==> src/rtl/effects_pkg.sv <==
// Shared definitions for the effect-path blocks: default widths and the
// delay-line controller state encoding.
package effects_pkg;

  localparam int DATA_WIDTH_DEF = 16;
  localparam int ADDR_WIDTH_DEF = 8;
  localparam int SIZE_DEF       = 1 << ADDR_WIDTH_DEF;

  typedef enum logic [1:0] {
    IDLE    = 2'd0,
    RD_WAIT = 2'd1,
    OUT     = 2'd2
  } state_t;

endpackage

==> src/rtl/delay_line_ctrl.sv <==
// Circular delay-buffer controller: writes each accepted sample to RAM port A
// and returns the sample written delay_len accepts earlier.
module delay_line_ctrl
  import effects_pkg::*;
#(
  parameter int DATA_WIDTH = DATA_WIDTH_DEF,
  parameter int ADDR_WIDTH = ADDR_WIDTH_DEF,
  parameter int SIZE       = 2**ADDR_WIDTH
) (
  input  logic                  clk,
  input  logic                  rst_n,
  input  logic                  s_valid,
  output logic                  s_ready,
  input  logic [DATA_WIDTH-1:0] s_data,
  input  logic [ADDR_WIDTH-1:0] delay_len,
  output logic                  m_valid,
  input  logic                  m_ready,
  output logic [DATA_WIDTH-1:0] m_data,
  output logic [ADDR_WIDTH-1:0] mem_addr_a,
  output logic [DATA_WIDTH-1:0] mem_data_a,
  output logic                  mem_we_a,
  output logic [ADDR_WIDTH-1:0] mem_addr_b,
  output logic [DATA_WIDTH-1:0] mem_data_b,
  output logic                  mem_we_b,
  input  logic [DATA_WIDTH-1:0] mem_q_b,
  output state_t                dbg_state
);

  // Handshakes: a transfer occurs on a rising edge where valid && ready;
  // valid holds with stable data until then, ready may drop at any time.

  state_t                state, state_nxt;
  logic [ADDR_WIDTH-1:0] wr_ptr;
  logic [ADDR_WIDTH-1:0] fill;
  logic [ADDR_WIDTH-1:0] d_q;
  logic [DATA_WIDTH-1:0] data_q;
  logic                  warm_q;
  logic [DATA_WIDTH-1:0] m_data_q;
  logic                  accept;

  // rst_n gates the combinational outputs so reset overrides a same-cycle accept
  assign s_ready    = rst_n && (state == IDLE);
  assign accept     = s_ready && s_valid;
  assign m_valid    = (state == OUT);
  assign m_data     = m_data_q;
  assign mem_data_b = '0;
  assign mem_we_b   = 1'b0;
  assign dbg_state  = state;

  always_comb begin
    state_nxt  = state;
    mem_we_a   = 1'b0;
    mem_addr_a = '0;
    mem_data_a = '0;
    mem_addr_b = '0;
    case (state)
      IDLE: begin
        if (accept) begin
          mem_we_a   = 1'b1;
          mem_addr_a = wr_ptr;
          mem_data_a = s_data;
          // modular subtraction wraps naturally at ADDR_WIDTH bits
          mem_addr_b = wr_ptr - delay_len;
          state_nxt  = RD_WAIT;
        end
      end
      RD_WAIT: state_nxt = OUT;
      OUT:     if (m_ready) state_nxt = IDLE;
      default: state_nxt = IDLE;
    endcase
  end

  always_ff @(posedge clk) begin
    if (!rst_n) begin
      state    <= IDLE;
      wr_ptr   <= '0;
      fill     <= '0;
      d_q      <= '0;
      data_q   <= '0;
      warm_q   <= 1'b0;
      m_data_q <= '0;
    end else begin
      state <= state_nxt;
      if (accept) begin
        d_q    <= delay_len;
        data_q <= s_data;
        // locations older than the fill count hold stale data from before reset
        warm_q <= (fill < delay_len);
      end
      if (state == RD_WAIT) begin
        if (d_q == '0)  m_data_q <= data_q;
        else if (warm_q) m_data_q <= '0;
        else             m_data_q <= mem_q_b;
        wr_ptr <= wr_ptr + ADDR_WIDTH'(1);
        if (fill != ADDR_WIDTH'(SIZE - 1)) fill <= fill + ADDR_WIDTH'(1);
      end
    end
  end

endmodule

==> config.mk <==
export PLATFORM = sky130hd
export DESIGN_NAME = delay_line_ctrl
export DESIGN_NICKNAME = d
export VERILOG_FILES = /design/src/rtl/effects_pkg.sv /design/src/rtl/delay_line_ctrl.sv
export SDC_FILE = /design/constraint.sdc
export NUM_CORES = 1
export LEC_CHECK = 0
export BUFFER_PORTS_ARGS = -buffer_cell sky130_fd_sc_hd__buf_4
export CAP_MARGIN = 20
export CORE_MARGIN = 5
export CORE_UTILIZATION = 46
export CTS_CLUSTER_DIAMETER = 60
export DETAILED_ROUTE_END_ITERATION = 7
export GPL_ROUTABILITY_DRIVEN = 0
export PLACE_DENSITY = 0.74
export SLEW_MARGIN = 0
export SYNTH_ARGS = -nofsm -noshare
export SYNTH_HDL_FRONTEND = slang
export SYNTH_SLANG_ARGS = --single-unit
==> constraint.sdc <==
create_clock -name clk -period 1.9 [get_ports clk]
set_clock_uncertainty 0.1 [all_clocks]
set_input_delay 0.095 -clock clk [delete_from_list [all_inputs] [get_ports clk]]
set_output_delay 0.095 -clock clk [all_outputs]
set_load 0.01 [all_outputs]
==> impl_metrics.ini, run 1 <==
[timing]
hold_viol = 2
fin_crit_ps = 2260
worst_pin_slew_ps = 508
relSlewSlack_pct = 66.1
holdWs_ps = -8.13
fin_crit_sh_pct = 119
grt_setup_unrepaired = yes
finalSetupViolCount = 6
fmaxAchievable_mhz = 442
worst_slack_ps = -361
slew_violations = 0

[clock_tree]
clk_pin_slew_ps = 70
numCtsBuffers = 9
htreeDepth = 3
cts_tree = built
cts.path.max_buffers = 2
clk_latency_ps = 340
root_buffer = clkbuf_8
cts_sinks = 59

[die]
die_x_um = 95.5
die_area_um2 = 9110
pin_count = 114
rows = 31
core_area_um2 = 7180
initial_core_util_pct = 46.8
die_y_um = 95.5

[setup_path]
critPathSlowestCell = fa_2
critPathCaptureType = output pin
path_class = reg2out
crit_arrival_ps = 2070
critPathMostFrequentCell = inv_2
cp_data_required_time_ps = 1700
slowest_delay_ps = 330
cp_max_fo = 3
cp-start-kind = flop
worstPathCellList = inv_2 -> ha_4 -> inv_2 -> fa_2 -> a211oi_2 -> nor2_2 -> or3_1 -> nand3_2 -> buf_6
r2r_setup_slack_ps = 140

[detailed_routing]
routed-via-count = 3160
drt_wl_total_um = 9330
drcViolationCount = 0
drtAntennaViolNets = 0
dr.pass1.iters = 5
vias_per_cell = 5.07
wl_per_cell_um = 15.0
drt_first_iter_violations = 81

[synthesis]
async_flop_share_pct = 0
ys_seq_area_share_pct = 35.2
synth_warnings = 0
ys_ff_latch = 59
syn_area_per_cell_um2 = 8.68
synth_edf_count = 0
yosysUniqueCellTypes = 48
netlist_area_um2 = 3360
netlist_instances = 387
synth_ff_type = dfxtp_1

[global_routing]
grt_antenna_before_repair = 0
overflow = 0
grtUsageTotal_pct = 19.7
grt_max_degree = 59
grt_pass1_vias = 3130
grt_pass1_wl_um = 14200

[placement]
place_hpwl_um = 5910
pre_cts_ws_ps = -84.4
io_buffer_count = 96
place_area_um2 = 4170

[final_layout]
num-fill-cells = 575
drive_above_1_share_pct = 35.7
diodes = 0
final_util_pct = 68.2
nets = 581
finish.instance_area_um2 = 4890
area_delta_synth_final_pct = 45.7

[power_and_ir_drop]
peakVddDrop_mv = 0.486
powerDensity_nw_per_um2 = 685
p_total_mw = 3.35
p_leak_nw = 2.28

[job]
cap_violations = 0

[status]
violations = negative hold slack, negative setup slack
run_status = finished with violations

[hold_path]
min_path_type = in2reg
cell usage in the layout, fill, tap and decap left out, drive strengths merged, types with 3 or more instances in the layout:
master	instances
nand3	5
dfxtp	59
a21oi	19
dlygate4sd3	16
ha	17
nand4	7
or3	3
a21boi	9
xnor2	13
nor2b	39
clkbuf	13
nor3	3
o211ai	3
a211oi	3
inv	14
conb	17
and3	3
mux2i	19
nor2	10
o2111ai	3
o21ai	24
buf	124
o21a	18
nand2	23
and2	37
what timing repair did:
action,in CTS,in global routing
cloned,1,2
pin swaps,8,13
endpoints found under the hold margin,13,3
hold buffers,13,3
setup buffers,4,10
gates resized for setup,21,37
setup endpoints to repair,29,30
stage by stage:
stage / instances / TNS (ps)
floorplan: 403 / 0
global placement: 577 / -22.5
detailed placement: 577 / -84.4
CTS: 609 / -1350
global route: 623 / -1910
finish: 623 / -1280
area by class of cell:
type | count | area [um^2] | share of cell area, %
clock buffers | 12 | 155 | 3.17
inverters | 15 | 61.3 | 1.25
multi-input cells | 292 | 2090 | 42.7
repair buffers | 142 | 1190 | 24.4
well taps | 99 | 124 | 2.53
flip-flops and latches | 59 | 1200 | 24.4
clock inverters | 4 | 72.6 | 1.48
worst paths after layout:
kind,start,end,depth (start not counted)
worst max-delay path,wr_ptr[0]$_SDFFE_PN0P_,mem_addr_b[6],9
worst max register to register,dbg_state[0]$_SDFFE_PN0P_,data_q[0]$_SDFFE_PN0N_,8
worst min register to register,d_q[5]$_SDFFE_PN0N_,d_q[5]$_SDFFE_PN0N_,2
worst min-delay path,s_data[14],data_q[14]$_SDFFE_PN0N_,3
worst max-delay path: cells and delay by family, from the launching register on:
kind | cells | cell delay, ps
buf+inv | 3 | 200
simple gates | 3 | 500
compound gates | 1 | 250
flops | 1 | 320
fa+ha+maj | 2 | 450
metal layers:
metal	up-vias	track usage, %	routed length (um)
met5	-	0	0
met4	0	8.89	176
met3	17	5.68	756
met2	110	33.5	4440
met1	1481	22.9	3960
li1	1552	-	-
synthesized netlist by cell type, drive strengths merged, types with 5 or more instances:
| library cell | count | share of area [%] |
|---|---|---|
| a21boi | 9 | 2.0 |
| buf | 26 | 5.7 |
| mux2i | 19 | 5.7 |
| nor2b | 39 | 7.3 |
| xnor2 | 13 | 3.4 |
| nand4 | 7 | 1.3 |
| and2 | 37 | 6.9 |
| nand2 | 23 | 2.6 |
| clkbuf | 11 | 1.3 |
| o21a | 18 | 4.0 |
| inv | 15 | 1.7 |
| nor2 | 10 | 1.1 |
| dfxtp | 59 | 35 |
| ha | 17 | 6.3 |
| o21ai | 24 | 3.6 |
| a21oi | 19 | 2.8 |
| nand3 | 5 | 0.74 |
kinds of logic after synthesis:
kind of cell    Yosys count  synth area share [%]
buf+inv                  52                  8.60
compound gates           86                  16.3
fa+ha+maj                18                  6.93
mux                      19                  5.66
other cells               1                 0.112
flops                    59                  35.2
simple gates            138                  23.6
xor+xnor                 14                  3.65
sequential cells by signal, indices dropped and copies added, names as in the netlist:
register / count
warm_q: 1
wr_ptr: 8
fill: 8
data_q: 16
dbg_state: 2
d_q: 8
m_data: 16
report_power, final:
group / leakage, nW / switching, mW / internal [mW]
registers: 0.484 / 0.0372 / 1.30
logic: 1.68 / 0.339 / 0.383
clock network: 0.113 / 0.491 / 0.808
total: 2.28 / 0.867 / 2.49
No activity file was read; power rests on OpenSTA's default activity.
==> run 2, diff against run 1 <==
--- a/config.mk
+++ b/config.mk
@@ -12,7 +12,7 @@
 export CTS_CLUSTER_DIAMETER = 60
 export DETAILED_ROUTE_END_ITERATION = 7
 export GPL_ROUTABILITY_DRIVEN = 0
-export PLACE_DENSITY = 0.74
+export PLACE_DENSITY = 0.73
 export SLEW_MARGIN = 0
 export SYNTH_ARGS = -nofsm -noshare
 export SYNTH_HDL_FRONTEND = slang
==> impl_metrics.ini, run 2 (synthesis gave the netlist of run 1 again) <==
[power_and_ir_drop]
pwr-share-comb_pct = 19.3
p_switching_mw = 0.846
switching_share_pct = 24.7
clockPowerShare_pct = 41.7
pwr-share-seq_pct = 38.9
p_int_mw = 2.57
p_leak_nw = 2.19
peakVddDrop_mv = 0.476
powerDensity_nw_per_um2 = 721

[clock_tree]
root_buffer = clkbuf_8
clk_pin_slew_ps = 70
cts_tree = built
cts.path.max_buffers = 2
htreeDepth = 3
cts_sinks = 59
clk_latency_ps = 330
numCtsBuffers = 9

[final_layout]
final_cell_mix = buf_4 (114), dfxtp_1 (54), and2_1 (37), nor2b_1 (37), o21ai_0 (23)
final_common_cell = buf_4
area_delta_synth_final_pct = 41.1
nets = 570
drive_above_1_share_pct = 31.6
diodes = 0

[detailed_routing]
drtAntennaViolNets = 0
wl_met2_um = 3980
dr.pass1.iters = 6
drcViolationCount = 0
wl_per_cell_um = 14.0
top_layer = met4
drt_wl_total_um = 8560
routed-via-count = 3077
vias_per_cell = 5.04
routedLengthMet1_um = 3620
drt_first_iter_violations = 107
route.met3.wl_um = 796

[die]
die_area_um2 = 9110
core_area_um2 = 7180
die_x_um = 95.5
rows = 31
initial_core_util_pct = 46.8
die_y_um = 95.5
pin_count = 114

[timing]
hold_viol = 0
grt_setup_unrepaired = yes
holdWs_ps = 8.44
fin_crit_ps = 2300
finalSetupViolCount = 6
fmaxAchievable_mhz = 435
worst_pin_slew_ps = 521
relSlewSlack_pct = 65.3
fin_crit_sh_pct = 121
slew_violations = 0
worst_slack_ps = -401

[global_routing]
grt_pass1_vias = 3012
grt_antenna_before_repair = 0
grtUsageTotal_pct = 19.2
overflow = 0
grt_max_degree = 59
grt_pass1_wl_um = 13800

[setup_path]
cp-start-kind = flop
critPathLaunch = wr_ptr[0]$_SDFFE_PN0P_
timing.rr.start = fill[0]$_SDFFE_PN0P_
cp_data_required_time_ps = 1700
crit_arrival_ps = 2110
critPathCaptureType = output pin
cp_max_fo = 3
path_class = reg2out

[placement]
io_buffer_count = 96
place_hpwl_um = 5930
pre_cts_ws_ps = -42.1

[status]
violations = negative setup slack
run_status = finished with violations

[hold_path]
worstHoldStart = s_data[12]
min_path_type = in2reg

[job]
cap_violations = 0
-- run 2: critical path: stages, from the launching register on --
cell	delay, ps
dfxtp_2	320
inv_2	70
ha_4	130
inv_2	30
fa_2	360
a211oi_2	230
nor2_2	80
or3_1	370
nand3_2	80
buf_6	100
-- run 2: cell type report --
cell class | count | area (um^2)
fillers | 605 | 2440
multi-input cells | 292 | 2070
flip-flops and latches | 59 | 1190
repair buffers | 131 | 1040
clock buffers | 11 | 151
well taps | 99 | 124
clock inverters | 4 | 97.6
inverters | 15 | 61.3
-- run 2: timing repair --
action / in CTS / in global routing
buffers inserted: 5 / 3
hold buffers: 12 / 0
endpoints found under the setup margin: 19 / 33
pin swaps: 8 / 4
hold endpoints to repair: 12 / 0
resized for setup: 25 / 14
-- run 2: path summary, 6_finish.rpt --
kind / endpoint / slack (ps) / cells after the start
max reg2reg: fill[1]$_SDFFE_PN0P_ / 200 / 5
min: data_q[12]$_SDFFE_PN0N_ / 8 / 3
min reg2reg: d_q[2]$_SDFFE_PN0N_ / 350 / 2
max: mem_addr_b[6] / -400 / 9
-- run 2: power groups by stage --
stage	Combinational (mW)	Sequential [mW]	Clock, mW
3_5_place_dp	0.602	1.36	0
2_1_floorplan	0.372	1.37	0
4_1_cts	0.654	1.33	1.44
5_1_grt	0.732	1.34	1.51
6_report	0.662	1.33	1.43
3_3_place_gp	0.591	1.36	0
-- run 2: through the flow --
step,cells,instance area [um^2],total power [mW],setup TNS [ps],utilization (%)
6_report,611,4740,3.42,-1240,66.1
5_1_grt,611,4740,3.58,-1720,66.1
4_1_cts,610,4680,3.43,-1410,65.2
3_5_place_dp,580,4180,1.96,-42.1,58.3
3_3_place_gp,580,4180,1.95,-21.2,58.3
2_1_floorplan,403,3430,1.74,0,-
-- run 2: per-layer routing --
layer	GRT usage, %	up-vias
li1	-	1535
met1	22.7	1426
met2	31.4	99
met3	8.21	17
met4	6.64	0
met5	0	-
